==> src/rtl/tristate_arb_pkg.sv <==
// Shared types and helpers for the tristate bus arbiter.
package tristate_arb_pkg;

  localparam int unsigned StateW = 2;

  typedef enum logic [StateW-1:0] {
    StIdle  = 2'd0,
    StSetup = 2'd1,
    StOwn   = 2'd2,
    StTurn  = 2'd3
  } arb_state_e;

  // True when at most one bit is set (zero counts as valid).
  function automatic logic onehot0(input logic [15:0] v);
    return (v & (v - 16'd1)) == 16'd0;
  endfunction

endpackage

==> src/rtl/rr_priority_picker.sv <==
// Combinational round-robin picker: first requester after 'last', wrapping.
module rr_priority_picker #(
  parameter int unsigned N = 4
) (
  input  logic [N-1:0]         req,
  input  logic [$clog2(N)-1:0] last,
  output logic                 valid,
  output logic [$clog2(N)-1:0] idx
);

  localparam int unsigned W = $clog2(N);

  logic [W-1:0] cand;

  // Scan from last+1 upward; the first hit wins.
  always_comb begin
    valid = 1'b0;
    idx   = '0;
    cand  = '0;
    for (int unsigned i = 1; i <= N; i++) begin
      cand = W'((32'(last) + i) % N);
      if (!valid && req[cand]) begin
        valid = 1'b1;
        idx   = cand;
      end
    end
  end

endmodule

==> src/rtl/tristate_bus_arbiter.sv <==
// Round-robin arbiter producing one-hot tristate enables with a dead turnaround
// between owners. Optional hold limit: define TRISTATE_ARB_HOLD_LIMIT_EN.
module tristate_bus_arbiter #(
  parameter int unsigned N           = 4,
  parameter int unsigned MAX_HOLD    = 8,
  parameter int unsigned TURN_CYCLES = 1
) (
  input  logic                 clk,
  input  logic                 rst,
  input  logic [N-1:0]         req,
  output logic [N-1:0]         gnt,
  output logic [N-1:0]         sel,
  output logic                 busy,
  output logic [$clog2(N)-1:0] owner_id,
  output logic                 hold_expired
);

  import tristate_arb_pkg::*;

  localparam int unsigned W = $clog2(N);

  if (N < 2 || N > 16) begin : g_bad_n
    $error("N must be in 2..16");
  end
  if (MAX_HOLD < 1 || MAX_HOLD > 255) begin : g_bad_hold
    $error("MAX_HOLD must be in 1..255");
  end
  if (TURN_CYCLES < 1 || TURN_CYCLES > 4) begin : g_bad_turn
    $error("TURN_CYCLES must be in 1..4");
  end

  arb_state_e   state_q, state_d;
  logic [W-1:0] owner_q, owner_d;
  logic [W-1:0] last_q, last_d;
  logic [2:0]   turn_q, turn_d;
  logic         pick_valid;
  logic [W-1:0] pick_idx;
  logic [N-1:0] owner_oh;

`ifdef TRISTATE_ARB_HOLD_LIMIT_EN
  logic [7:0] hold_q, hold_d;
  logic       hexp_q, hexp_d;
`endif

  rr_priority_picker #(
    .N (N)
  ) u_picker (
    .req   (req),
    .last  (last_q),
    .valid (pick_valid),
    .idx   (pick_idx)
  );

  // State and bookkeeping registers.
  always_ff @(posedge clk) begin
    if (rst) begin
      state_q <= StIdle;
      owner_q <= '0;
      last_q  <= W'(N - 1);
      turn_q  <= '0;
`ifdef TRISTATE_ARB_HOLD_LIMIT_EN
      hold_q  <= '0;
      hexp_q  <= 1'b0;
`endif
    end else begin
      state_q <= state_d;
      owner_q <= owner_d;
      last_q  <= last_d;
      turn_q  <= turn_d;
`ifdef TRISTATE_ARB_HOLD_LIMIT_EN
      hold_q  <= hold_d;
      hexp_q  <= hexp_d;
`endif
    end
  end

  // Next-state logic; requests are only looked at while idle.
  always_comb begin
    state_d = state_q;
    owner_d = owner_q;
    last_d  = last_q;
    turn_d  = turn_q;
`ifdef TRISTATE_ARB_HOLD_LIMIT_EN
    hold_d  = hold_q;
    hexp_d  = 1'b0;
`endif
    unique case (state_q)
      StIdle: begin
        if (pick_valid) begin
          state_d = StSetup;
          owner_d = pick_idx;
          // Pointer moves at grant time, so the owner is last in line next round.
          last_d  = pick_idx;
        end
      end
      StSetup: begin
        if (req[owner_q]) begin
          state_d = StOwn;
`ifdef TRISTATE_ARB_HOLD_LIMIT_EN
          hold_d  = '0;
`endif
        end else begin
          state_d = StTurn;
          turn_d  = '0;
        end
      end
      StOwn: begin
        if (!req[owner_q]) begin
          state_d = StTurn;
          turn_d  = '0;
        end
`ifdef TRISTATE_ARB_HOLD_LIMIT_EN
        else if (hold_q == 8'(MAX_HOLD - 1)) begin
          // MAX_HOLD sel cycles completed: expel the owner.
          state_d = StTurn;
          turn_d  = '0;
          hexp_d  = 1'b1;
        end else begin
          hold_d = hold_q + 8'd1;
        end
`endif
      end
      StTurn: begin
        if (turn_q == 3'(TURN_CYCLES - 1)) begin
          state_d = StIdle;
        end else begin
          turn_d = turn_q + 3'd1;
        end
      end
      default: state_d = StIdle;
    endcase
  end

  assign owner_oh = N'(1) << owner_q;

  // Outputs decoded purely from registered state.
  always_comb begin
    gnt  = '0;
    sel  = '0;
    busy = (state_q != StIdle);
    if (state_q == StSetup || state_q == StOwn) begin
      gnt = owner_oh;
    end
    if (state_q == StOwn) begin
      sel = owner_oh;
    end
  end

  assign owner_id = owner_q;

`ifdef TRISTATE_ARB_HOLD_LIMIT_EN
  assign hold_expired = hexp_q;
`else
  assign hold_expired = 1'b0;
`endif

  a_sel_onehot: assert property (@(posedge clk) disable iff (rst) onehot0(16'(sel)));
  a_gnt_onehot: assert property (@(posedge clk) disable iff (rst) onehot0(16'(gnt)));
  a_sel_in_gnt: assert property (@(posedge clk) disable iff (rst) (sel & ~gnt) == '0);

endmodule

==> config.mk <==
export PLATFORM = sky130hd
export DESIGN_NAME = tristate_bus_arbiter
export DESIGN_NICKNAME = d
export VERILOG_FILES = /design/src/rtl/tristate_arb_pkg.sv /design/src/rtl/rr_priority_picker.sv /design/src/rtl/tristate_bus_arbiter.sv
export SDC_FILE = /design/constraint.sdc
export NUM_CORES = 1
export LEC_CHECK = 0
export ABC_AREA = 1
export BUFFER_PORTS_ARGS = -buffer_cell sky130_fd_sc_hd__buf_2
export CAP_MARGIN = 20
export CORE_MARGIN = 2
export CORE_UTILIZATION = 54
export CTS_BUF_LIST = sky130_fd_sc_hd__clkbuf_16
export DETAILED_ROUTE_END_ITERATION = 6
export MAX_ROUTING_LAYER = met4
export PLACE_DENSITY_LB_ADDON = 0.15
export SLEW_MARGIN = 25
export SYNTH_ARGS = -nofsm -noshare
export SYNTH_HDL_FRONTEND = slang
export SYNTH_HIERARCHICAL = 1
export SYNTH_SLANG_ARGS = --single-unit
==> constraint.sdc <==
create_clock -name clk -period 1.8 [get_ports clk]
set_input_delay 0.18 -clock clk [delete_from_list [all_inputs] [get_ports clk]]
set_output_delay 0.18 -clock clk [all_outputs]
set_load 0.02 [all_outputs]
# [After elaboration in Yosys (flattened, before gate mapping)]
# Cells that the tools add are included.
# Widths: inputs -> output; s select.
[totals] reg_bits=9 input_bits=6 output_inout_bits=12 elab_cells=66
[op_classes] add_sub_neg=5 magnitude_cmp=5 n_eq_ne=8 n_shift=1 n_mux=28 reduce_logical=15
[ops] operator="$lt 2x3->1 const B" count=5
[ops] operator="$mux 2" count=7
[ops] operator="$bmux 1 s2" count=5
[ops] operator="$mux 1" count=10
[ops] operator="$ne 2x2->1 const B" count=5
[ops] operator="$mux 4" count=2
[ops] operator="$pmux 2 s4" count=1
[ops] operator="$mux 3" count=2
[ops] operator="$pmux 3 s2" count=1
[ops] operator="$reduce_and 3->1" count=2
[ops] operator="$add 2x1->2 const B" count=2
[ops] operator="$add 2x2->2 const B" count=2
[ops] operator="$eq 2x2->1 const B" count=2
[ops] operator="$reduce_bool 2->1" count=2
[ops] operator="$shl 1x2->4 const A" count=1
[ops] operator="$add 3x1->3 const B" count=1
[ops] operator="$logic_and 1x1->1" count=3
[ops] operator="$logic_not 1->1" count=3
[ops] operator="$logic_not 3->1" count=1
[ops] operator="$eq 2x1->1 const B" count=1
[ops] operator="$logic_not 2->1" count=1
[ops] operator="$reduce_and 2->1" count=1
[ops] operator="$reduce_or 2->1" count=1
[ops] operator="$logic_or 1x1->1" count=1

# [Logic depth before layout (Yosys ltp)]
# Gate-level depths: netlist (run 1).
[depth] word_depth=15 ltp_mapped=13 ltp_nobuf=12

# [Cells and area by module]
# The synthesis (run 1) kept the hierarchy.
[modules_own_cells] mod="tristate_bus_arbiter" n_inst=1 cells_per_inst=96 area_per_inst_um2=650.6 seq_area_each_um2=180.2
[modules_own_cells] mod="rr_priority_picker" n_inst=1 cells_per_inst=49 area_per_inst_um2=290.3 seq_area_each_um2=0.0

# [Worst setup path after synthesis (run 1)]
# Ideal clock, no wire load.
[synth_path] path_type="reg2reg" startpoint="register last_q[0]" endpoint="register state_q[0]" setup_time_ps=116 arrival_time_ps=1359 required_time_ps=1684 setup_slack_ps=325 path_stages_with_launch=14 path_buffers=1 synth_period_minus_slack_ps=1475 path_cell_list="dfxtp_1 > buf_6 > inv_6 > nand2_2 > nand2_2 > inv_1 > nand2_1 > nand2_2 > nand4_1 > nor2_1 > a21oi_1 > nand3_1 > nand2_1 > a21oi_1"
[synth_via] elab_chain_len=15 elab_cells_between_ends=24 classes_between="4 x add/sub; 1 x eq/ne; 12 x mux; 7 x reduce/logical"
[synth_rtl] element="from (decl)" line_no="tristate_bus_arbiter.sv:34" source="logic [W-1:0] last_q, last_d;"
[synth_rtl] element="from (signal assigned)" line_no="tristate_bus_arbiter.sv:59" source="last_q <= W'(N - 1);"
[synth_rtl] element="from (signal assigned)" line_no="tristate_bus_arbiter.sv:68" source="last_q <= last_d;"
[synth_rtl] element="$add 2x1->2" line_no="rr_priority_picker.sv:21" source="cand = W'((32'(last) + i) % N);"
[synth_rtl] element="$bmux 1 s2" line_no="rr_priority_picker.sv:22" source="if (!valid && req[cand]) begin"
[synth_rtl] element="$mux 1 (implied by the code)" line_no="rr_priority_picker.sv:22"
[synth_rtl] element="$mux 1" line_no="rr_priority_picker.sv:22"
[synth_rtl] element="$logic_not 1->1" line_no="rr_priority_picker.sv:22"
[synth_rtl] element="$logic_and 1x1->1" line_no="rr_priority_picker.sv:22"
[synth_rtl] element="$mux 1" line_no="rr_priority_picker.sv:22"
[synth_rtl] element="$logic_not 1->1" line_no="rr_priority_picker.sv:22"
[synth_rtl] element="$logic_and 1x1->1" line_no="rr_priority_picker.sv:22"
[synth_rtl] element="$mux 1" line_no="rr_priority_picker.sv:22"
[synth_rtl] element="$logic_not 1->1" line_no="rr_priority_picker.sv:22"
[synth_rtl] element="$logic_and 1x1->1" line_no="rr_priority_picker.sv:22"
[synth_rtl] element="$mux 1 (*)" line_no="rr_priority_picker.sv:22"
[synth_rtl] element="via pick_valid" line_no="tristate_bus_arbiter.sv:36" source="logic pick_valid;"
[synth_rtl] element="$ne 2x2->1 (no line) (*)"
[synth_rtl] element="$reduce_and 3->1 (no line) (*)"
[synth_rtl] element="to (signal assigned)" line_no="tristate_bus_arbiter.sv:57" source="state_q <= StIdle;"
[synth_rtl] element="to (signal assigned)" line_no="tristate_bus_arbiter.sv:66" source="state_q <= state_d;"
[synth_rtl] element="to (decl)" line_no="tristate_bus_arbiter.sv:32" source="arb_state_e state_q, state_d;"
# Mark *: on every way through the listed nets, which the timed path passes. The rest lies on a longest branch. The select of a mux whose other input is x is not followed.
# A chain may end at the register's enable or synchronous reset.

# [Worst setup path in the final report (run 1)]
[layout_path] startpoint="register state_q[1]" endpoint="output gnt[2]"
[layout_via] elab_chain_len=3 elab_cells_between_ends=4 classes_between="2 x eq/ne; 1 x mux; 1 x reduce/logical"
[layout_rtl] element="$eq 2x1->1 or $eq 2x2->1 (tied branches)" line_no="tristate_bus_arbiter.sv:141" source="if (state_q == StSetup || state_q == StOwn) begin"
[layout_rtl] element="$logic_or 1x1->1 (*)" line_no="tristate_bus_arbiter.sv:141"
[layout_rtl] element="$mux 4 (*)" line_no="tristate_bus_arbiter.sv:141"
[layout_rtl] element="to (decl)" line_no="tristate_bus_arbiter.sv:11" source="output logic [N-1:0] gnt,"
# Every way passes the cells marked *; elsewhere a longest branch is shown, timed or not.

==> results of run 1 <==
[cell usage in the layout (no fill, tap or decap), drive strengths merged]
| master | synthesis | layout |
|---|---|---|
| nand2 | 61 | 61 |
| buf | 2 | 18 |
| inv | 17 | 18 |
| nand3 | 13 | 13 |
| nor2 | 12 | 12 |
| a21oi | 10 | 10 |
| dfxtp | 9 | 9 |
| ha | 8 | 8 |
| nand4 | 6 | 6 |
| clkbuf | 0 | 3 |
| clkinv | 2 | 2 |
| o21ai | 2 | 2 |
| conb | 1 | 1 |
| nand3b | 1 | 1 |
| o21a | 1 | 1 |
[logic make-up after synthesis]
| kind of cell | after synthesis | share of synthesized area |
|---|---|---|
| AOI/OAI and AO/OA | 13 | 0.0718 |
| adders and majority gates | 8 | 0.106 |
| buffers and inverters | 21 | 0.114 |
| DFF | 9 | 0.191 |
| other | 1 | 0.00399 |
| and+or+nand+nor | 93 | 0.512 |
[report_power, final]
part	switching, mW	total [mW]	internal (mW)
logic	0.796	1.25	0.449
clock network	0.0850	0.374	0.289
registers	0.0896	0.350	0.260
[what timing repair did]
| action | in CTS | in global routing |
|---|---|---|
| gates cloned | 0 | 0 |
| endpoints found under the setup margin | 1 | 4 |
| resized for setup | 1 | 4 |
[worst max-delay path, stage by stage, from the launching register on]
cell and delay (ns):
dfxtp_1 0.40, inv_1 0.14, ha_4 0.31, inv_1 0.08, nor2_1 0.10, buf_2 0.17
[final timing paths]
| check | cells after the start | startpoint | to | slack (ns) |
|---|---|---|---|---|
| worst max-delay path | 5 | state_q[1]$_SDFFE_PP0P_ | gnt[2] | 0.19 |
| worst min-delay path | 2 | rst | state_q[0]$_SDFFE_PP0P_ | 0.20 |
| worst max register to register | 12 | last_q[0]$_SDFFE_PP1P_ | state_q[0]$_SDFFE_PP0P_ | 0.23 |
| worst min register to register | 2 | turn_q[0]$_SDFFE_PP0P_ | turn_q[0]$_SDFFE_PP0P_ | 0.49 |
[per-stage QoR]
stage | instance area [sq um] | setup slack, ns
after floorplan | 941 | 0.325
after global placement | 1040 | 0.0973
after detailed placement | 1040 | 0.0298
after CTS | 1120 | 0.0859
after global routing | 1140 | 0.0549
final | 1140 | 0.194
[area by class of cell]
type / instances / share of cell area
clock buffers: 3 / 0.0659
clock inverters: 1 / 0.00330
inverters: 19 / 0.0780
multi-input cells: 115 / 0.588
flip-flops and latches: 9 / 0.163
well taps: 17 / 0.0187
repair buffers: 18 / 0.0835
[registers in the layout, indices dropped and copies added, names as in the netlist]
| register | count |
|---|---|
| turn_q | 3 |
| last_q | 2 |
| owner_id | 2 |
| state_q | 2 |
[layer usage]
layer  GRT usage  wire, um
met3      0.0198        50
met2       0.406      1070
met1       0.239       874
met5           -         0
met4      0.0514        24
==> reports/metrics.cfg, run 1 <==
[synthesis]
yosysMostFrequentCell = nand2_1
synthArstFlopShare = 0
syn_nets = 159
syn_area_per_cell_sq_um = 6.49
yosys_most_used_dff = dfxtp_1
yosysSeqAreaShare = 0.191
ys_warn_count = 6
synth_top_area_frac = 0.191
synthTopCellsByCount = 41 x nand2_1, 13 x nand2_2, 12 x nand3_1, 11 x inv_1, 11 x nor2_1
ys_top_cells_by_area = dfxtp_1 19%, nand2_1 16%, ha_1 11%
synth_edf_count = 0
syn_inst = 145
synth_top_area_cell = dfxtp_1
syn_area_sq_um = 941
ys_seq_elements = 9
synth_cell_types = 23

[layout]
fillers = 150
syn_to_final_growth_pct = 21.0
diodes = 0
fin_util = 0.674
register_area_sq_um = 185
multi_input_area_sq_um = 669
num-nets-final = 180
final_cells = 182
final_layout_size_suffix_gt1_frac = 0.327

[die]
pin_count = 18
dieArea_sq_um = 2090
initial_core_util = 0.557
fp.coreArea_sq_um = 1690
die_w_um = 45.7
rows = 15
dieHeight_um = 45.7

[drt]
drc = 0
viasPerCell = 5.16
first_pass_iters = 7
vias = 940
wl_per_cell_um = 11.1
postRouteAntennaNets = 0
wirelength_um = 2020
dr.first_iter.drc_count = 11

[power]
leakage_nw = 0.604
max-vdd-ir-drop_mv = 1.01
total_power_mw = 1.97
p_per_area_nw_per_um2 = 1730

[timing]
finalMaxSlewViolations = 0
setup_viol = 0
min_period_over_period = 0.892
fin_worst_skew_ns = 0.00211
min_period_ns = 1.61
setup_tns_ns = 0
hold_viol_final = 0
whs_ns = 0.203
rsz0062_at_grt = no
fmax_mhz = 623

[cts]
clock_latency_ns = 0.23
cts_buffers = 3
cts-hold-fix-buffers = 0
clk_pin_slew_worst_paths_ns = 0.04
post-cts-setup-buffer-count = 0
cts_root_buffer = clkbuf_16
clk_path_buf_depth = 2
cts_tree = built
clock-sinks = 9
ctsHtreeMaxLevel = 1

[min_path]
hold_path.class = in -> reg

[global_route]
grt_max_degree = 11
grt.overflow.total = 0
grt_pass1_wl_um = 3330
grt_pass1_vias = 854
grt_use_total = 0.215
antenna_found_initial = 0

[critical_path]
cp.arrival_ns = 1.43
setup.worst_path.end_class = output port
crit_required_ns = 1.62
startpoint_type = flop
crit_type = reg -> out
cp_max_fo = 5

[placed_design]
numPortBuffers = 16
dp.cells = 178
dp_hpwl_um = 1580
gp_congestion = 0.845

[run_status]
status = completed

[job]
cap_violations = 0

No activity file was read; power rests on OpenSTA's default activity.
==> run 2, diff against run 1 <==
Settings changed: CORE_MARGIN 2 to unset.
==> reports/metrics.cfg, run 2 (synthesis results as in run 1) <==
[critical_path]
setup.worst_path.end_class = output port  ; unchanged
critPathLaunch = state_q[1]$_SDFFE_PP0P_  ; unchanged
path_cells = inv_1 > ha_1 > inv_1 > nor2_1 > buf_2  ; was inv_1 > ha_4 > inv_1 > nor2_1 > buf_2
critPathBufInv = 3  ; unchanged
crit_type = reg -> out  ; unchanged
cp.arrival_ns = 1.49  ; was 1.43 ns
crit-reg2reg-launch = last_q[1]$_SDFFE_PP1P_  ; was last_q[0]$_SDFFE_PP1P_
crit_top_cell = inv_1  ; unchanged
max_stage_delay_ns = 0.40  ; about the same
cp_max_fo = 5  ; unchanged
startpoint_type = flop  ; unchanged
cp_top_family = flip-flops  ; unchanged
cp_slowest_cell = dfxtp_1  ; unchanged
crit_required_ns = 1.62  ; about the same

[power]
p_per_area_nw_per_um2 = 1720  ; was 1730 nW/um^2
max-vdd-ir-drop_mv = 1.12  ; was 1.01 mV
leakage_nw = 0.602  ; was 0.604 nW
total_power_mw = 1.93  ; was 1.97 mW

[die]
fp.coreArea_sq_um = 1560  ; was 1690 sq um
die_w_um = 43.7  ; was 45.7 um
pin_count = 18  ; unchanged
initial_core_util = 0.604  ; was 0.557
dieHeight_um = 43.7  ; was 45.7 um
rows = 14  ; was 15
dieArea_sq_um = 1910  ; was 2090 sq um

[timing]
setup_viol = 0  ; unchanged
worst_slack_ns = 0.129  ; was 0.194 ns
rsz0062_at_grt = no  ; unchanged
hold_viol_final = 0  ; unchanged
setup_tns_ns = 0  ; unchanged
fmax_mhz = 598  ; was 623 MHz
fin_worst_skew_ns = 0.000944  ; was 0.00211 ns
finalMaxSlewViolations = 0  ; unchanged
min_period_ns = 1.67  ; was 1.61 ns
min_period_over_period = 0.928  ; was 0.892
whs_ns = 0.218  ; was 0.203 ns

[drt]
first_pass_iters = 4  ; was 7
dr.first_iter.drc_count = 20  ; was 11
wl_per_cell_um = 11.0  ; was 11.1 um
postRouteAntennaNets = 0  ; unchanged
vias = 947  ; was 940
viasPerCell = 5.23  ; was 5.16
drc = 0  ; unchanged
wirelength_um = 1990  ; was 2020 um

[global_route]
grt_pass1_wl_um = 3490  ; was 3330 um
grtUsageMet3 = 0.0458  ; was 0.0198
busiest_layer = met2  ; unchanged
antenna_found_initial = 0  ; unchanged
grt_use_total = 0.245  ; was 0.215
grt_pass1_vias = 879  ; was 854
grt.overflow.total = 0  ; unchanged
use_met1 = 0.297  ; was 0.239
gr-usage-met2 = 0.406  ; about the same
grt_max_degree = 9  ; was 11

[cts]
cts_resized = 0  ; was 1
clock_latency_ns = 0.23  ; about the same
cts_buffers = 3  ; unchanged
cts-hold-fix-buffers = 0  ; unchanged
cts_root_buffer = clkbuf_16  ; unchanged
clk_pin_slew_worst_paths_ns = 0.04  ; about the same
clock-sinks = 9  ; unchanged
cts_tree = built  ; unchanged
clk_path_buf_depth = 2  ; unchanged
post-cts-setup-buffer-count = 0  ; unchanged
ctsHtreeMaxLevel = 1  ; unchanged

[layout]
fin_util = 0.720  ; was 0.674
fin_area_sq_um = 1120  ; was 1140 sq um
syn_to_final_growth_pct = 19.3  ; was 21.0%
final_common_cell = nand2_1  ; unchanged
num-nets-final = 180  ; unchanged
final_cells = 181  ; was 182
largest_reg_flops = 3  ; unchanged
diodes = 0  ; unchanged
largest_register = turn_q  ; unchanged
final_cell_mix = 41 x nand2_1, 16 x buf_2, 13 x nand2_2  ; unchanged
fillers = 128  ; was 150
final_layout_size_suffix_gt1_frac = 0.321  ; was 0.327

[placed_design]
dp_hpwl_um = 1540  ; was 1580 um
postPlaceCellArea_sq_um = 1040  ; about the same
gp_congestion = 0.889  ; was 0.845
numPortBuffers = 16  ; unchanged
dp_slack_ns = 0.0812  ; was 0.0298 ns
dp.cells = 177  ; was 178

[run_status]
status = completed  ; unchanged

[min_path]
hold_start = rst  ; unchanged
hold_path.class = in -> reg  ; unchanged

[job]
cap_violations = 0  ; unchanged

[run 2: layer usage]
metal,up-vias,routed length [um]
met4,0,17
li1,499,-
met2,23,1010
met1,421,881
met5,-,0
met3,4,78
[run 2: final timing paths]
kind / to / slack [ns] / cells past startpoint
max: gnt[2] / 0.13 / 5
min reg2reg: turn_q[1]$_SDFFE_PP0P_ / 0.50 / 2
max reg2reg: last_q[1]$_SDFFE_PP1P_ / 0.20 / 11
min: state_q[0]$_SDFFE_PP0P_ / 0.22 / 2
[run 2: area by class of cell]
cell class | count | area [sq um] | share of cell area
Clock buffer | 3 | 75.1 | 0.0669
Clock inverter | 1 | 3.75 | 0.00334
Inverter | 19 | 88.8 | 0.0792
Multi-Input combinational cell | 115 | 657 | 0.585
Sequential cell | 9 | 183 | 0.163
Tap cell | 16 | 20.0 | 0.0178
Timing Repair Buffer | 18 | 95.1 | 0.0847
[run 2: power breakdown]
part           internal (mW)  switching [mW]
registers              0.256          0.0862
clock network          0.290          0.0898
logic                  0.424           0.782
[run 2: worst register-to-register path, cell delays in order (launching register included)]
cell,delay [ns]
dfxtp_1,0.43
inv_2,0.10
nand2_1,0.08
nand2_2,0.07
nand2_4,0.08
nand2_4,0.06
nor2_4,0.10
nand4_1,0.13
nand2_1,0.21
inv_2,0.06
nand2_1,0.08
nand3_1,0.08
==> run 3, diff against run 2 <==
Settings changed: CELL_PAD_IN_SITES_DETAIL_PLACEMENT set to 0, CELL_PAD_IN_SITES_GLOBAL_PLACEMENT set to 1, CORE_UTILIZATION 54 to 37, CTS_CLUSTER_SIZE set to 24.
==> reports/metrics.cfg, run 3 (synthesis results as in run 1) <==
[run_status]
status = completed  ; unchanged

[power]
max-vdd-ir-drop_mv = 0.761  ; was 1.12 mV
leakage_nw = 0.602  ; about the same
p_per_area_nw_per_um2 = 1700  ; was 1720 nW/um^2
total_power_mw = 1.93  ; about the same

[layout]
final_cells = 193  ; was 181
largest_reg_flops = 3  ; unchanged
register_area_sq_um = 181  ; was 183 sq um
largest_register = turn_q  ; unchanged
final_cell_mix = 41 x nand2_1, 16 x buf_2, 13 x nand2_2  ; unchanged
multi_input_area_sq_um = 657  ; unchanged
final_common_cell = nand2_1  ; unchanged
num-nets-final = 180  ; unchanged
diodes = 0  ; unchanged
fin_util = 0.495  ; was 0.720
fin_area_sq_um = 1140  ; was 1120 sq um
fillers = 243  ; was 128
syn_to_final_growth_pct = 20.7  ; was 19.3%
final_layout_size_suffix_gt1_frac = 0.315  ; was 0.321

[drt]
wirelength_um = 2060  ; was 1990 um
dr.first_iter.drc_count = 17  ; was 20
drc = 0  ; unchanged
first_pass_iters = 4  ; unchanged
viasPerCell = 4.92  ; was 5.23
postRouteAntennaNets = 0  ; unchanged
vias = 949  ; was 947
wl_per_cell_um = 10.7  ; was 11.0 um

[critical_path]
ff2ff_setup_slack_ns = 0.21  ; was 0.20 ns
crit_required_ns = 1.62  ; about the same
crit_type = reg -> out  ; unchanged
startpoint_type = flop  ; unchanged
setup.worst_path.end_class = output port  ; unchanged
cp.arrival_ns = 1.53  ; was 1.49 ns
cp_max_fo = 6  ; was 5

[min_path]
hold_path.class = in -> reg  ; unchanged

[cts]
clk_pin_slew_worst_paths_ns = 0.04  ; about the same
clock-sinks = 9  ; unchanged
clk_path_buf_depth = 2  ; unchanged
cts_tree = built  ; unchanged
cts-hold-fix-buffers = 0  ; unchanged
ctsHtreeMaxLevel = 1  ; unchanged
cts_root_buffer = clkbuf_16  ; unchanged
cts_buffers = 3  ; unchanged
clock_latency_ns = 0.23  ; about the same

[placed_design]
dp.cells = 189  ; was 177
gp_congestion = 0.823  ; was 0.889
dp_slack_ns = 0.0854  ; was 0.0812 ns
dp_hpwl_um = 1710  ; was 1540 um
postPlaceCellArea_sq_um = 1050  ; was 1040 sq um
numPortBuffers = 16  ; unchanged

[timing]
hold_viol_final = 0  ; unchanged
min_period_ns = 1.71  ; was 1.67 ns
finalMaxSlewViolations = 0  ; unchanged
setup_viol = 0  ; unchanged
whs_ns = 0.215  ; was 0.218 ns
min_period_over_period = 0.951  ; was 0.928
fin_worst_skew_ns = 0.000291  ; was 0.000944 ns
setup_tns_ns = 0  ; unchanged
fmax_mhz = 584  ; was 598 MHz
worst_slack_ns = 0.0887  ; was 0.129 ns

[die]
dieHeight_um = 52.4  ; was 43.7 um
initial_core_util = 0.410  ; was 0.604
fp.coreArea_sq_um = 2300  ; was 1560 sq um
die_w_um = 52.4  ; was 43.7 um
rows = 17  ; was 14
pin_count = 18  ; unchanged
dieArea_sq_um = 2750  ; was 1910 sq um

[global_route]
antenna_found_initial = 0  ; unchanged
grt_pass1_wl_um = 3380  ; was 3490 um
grt_max_degree = 9  ; unchanged
grt_pass1_vias = 803  ; was 879
grt.overflow.total = 0  ; unchanged
grt_use_total = 0.173  ; was 0.245

[job]
cap_violations = 0  ; unchanged

## run 3: cell types whose count changed in the layout (fill, tap and decap cells not counted)
| cell | change |
|---|---|
| dfxtp_1 | +1 |
| dfxtp_2 | -1 |
## run 3: layout make-up
| class | count | share of cell area |
|---|---|---|
| Clock inverter | 1 | 0.00330 |
| Clock buffer | 3 | 0.0661 |
| Sequential cell | 9 | 0.160 |
| Multi-Input combinational cell | 115 | 0.578 |
| Timing Repair Buffer | 18 | 0.0837 |
| Inverter | 19 | 0.0782 |
| Tap cell | 28 | 0.0308 |
## run 3: metal layers
layer / track usage / vias up / part of all wire
met3: 0.0319 / 5 / 0.050
met4: 0.0833 / 0 / 0.018
li1: - / 501 / -
met1: 0.209 / 424 / 0.46
met2: 0.274 / 19 / 0.47
met5: - / - / 0
## run 3: final timing paths
check,from,to,cells past startpoint
hold reg to reg,turn_q[0]$_SDFFE_PP0P_,turn_q[0]$_SDFFE_PP0P_,2
setup / recovery,state_q[0]$_SDFFE_PP0P_,gnt[1],5
setup reg to reg,last_q[0]$_SDFFE_PP1P_,state_q[0]$_SDFFE_PP0P_,12
hold / removal,rst,owner_id[0]$_SDFFE_PP0P_,2
## run 3: power breakdown
part           switching [mW]  internal, mW  total [mW]
clock network          0.0961         0.290       0.386
registers              0.0864         0.254       0.340
logic                   0.780         0.425        1.20
total                   0.962         0.969        1.93
## run 3: timing repair
item / CTS / global route
setup endpoints to repair: 0 / 6
buffers inserted: 0 / 0
gates resized for setup: 0 / 2
## run 3: critical path, cell delays in order, from the launching register on
cell     delay [ns]
dfxtp_1        0.42
inv_1          0.12
ha_1           0.38
inv_1          0.10
nor2_1         0.11
buf_2          0.16
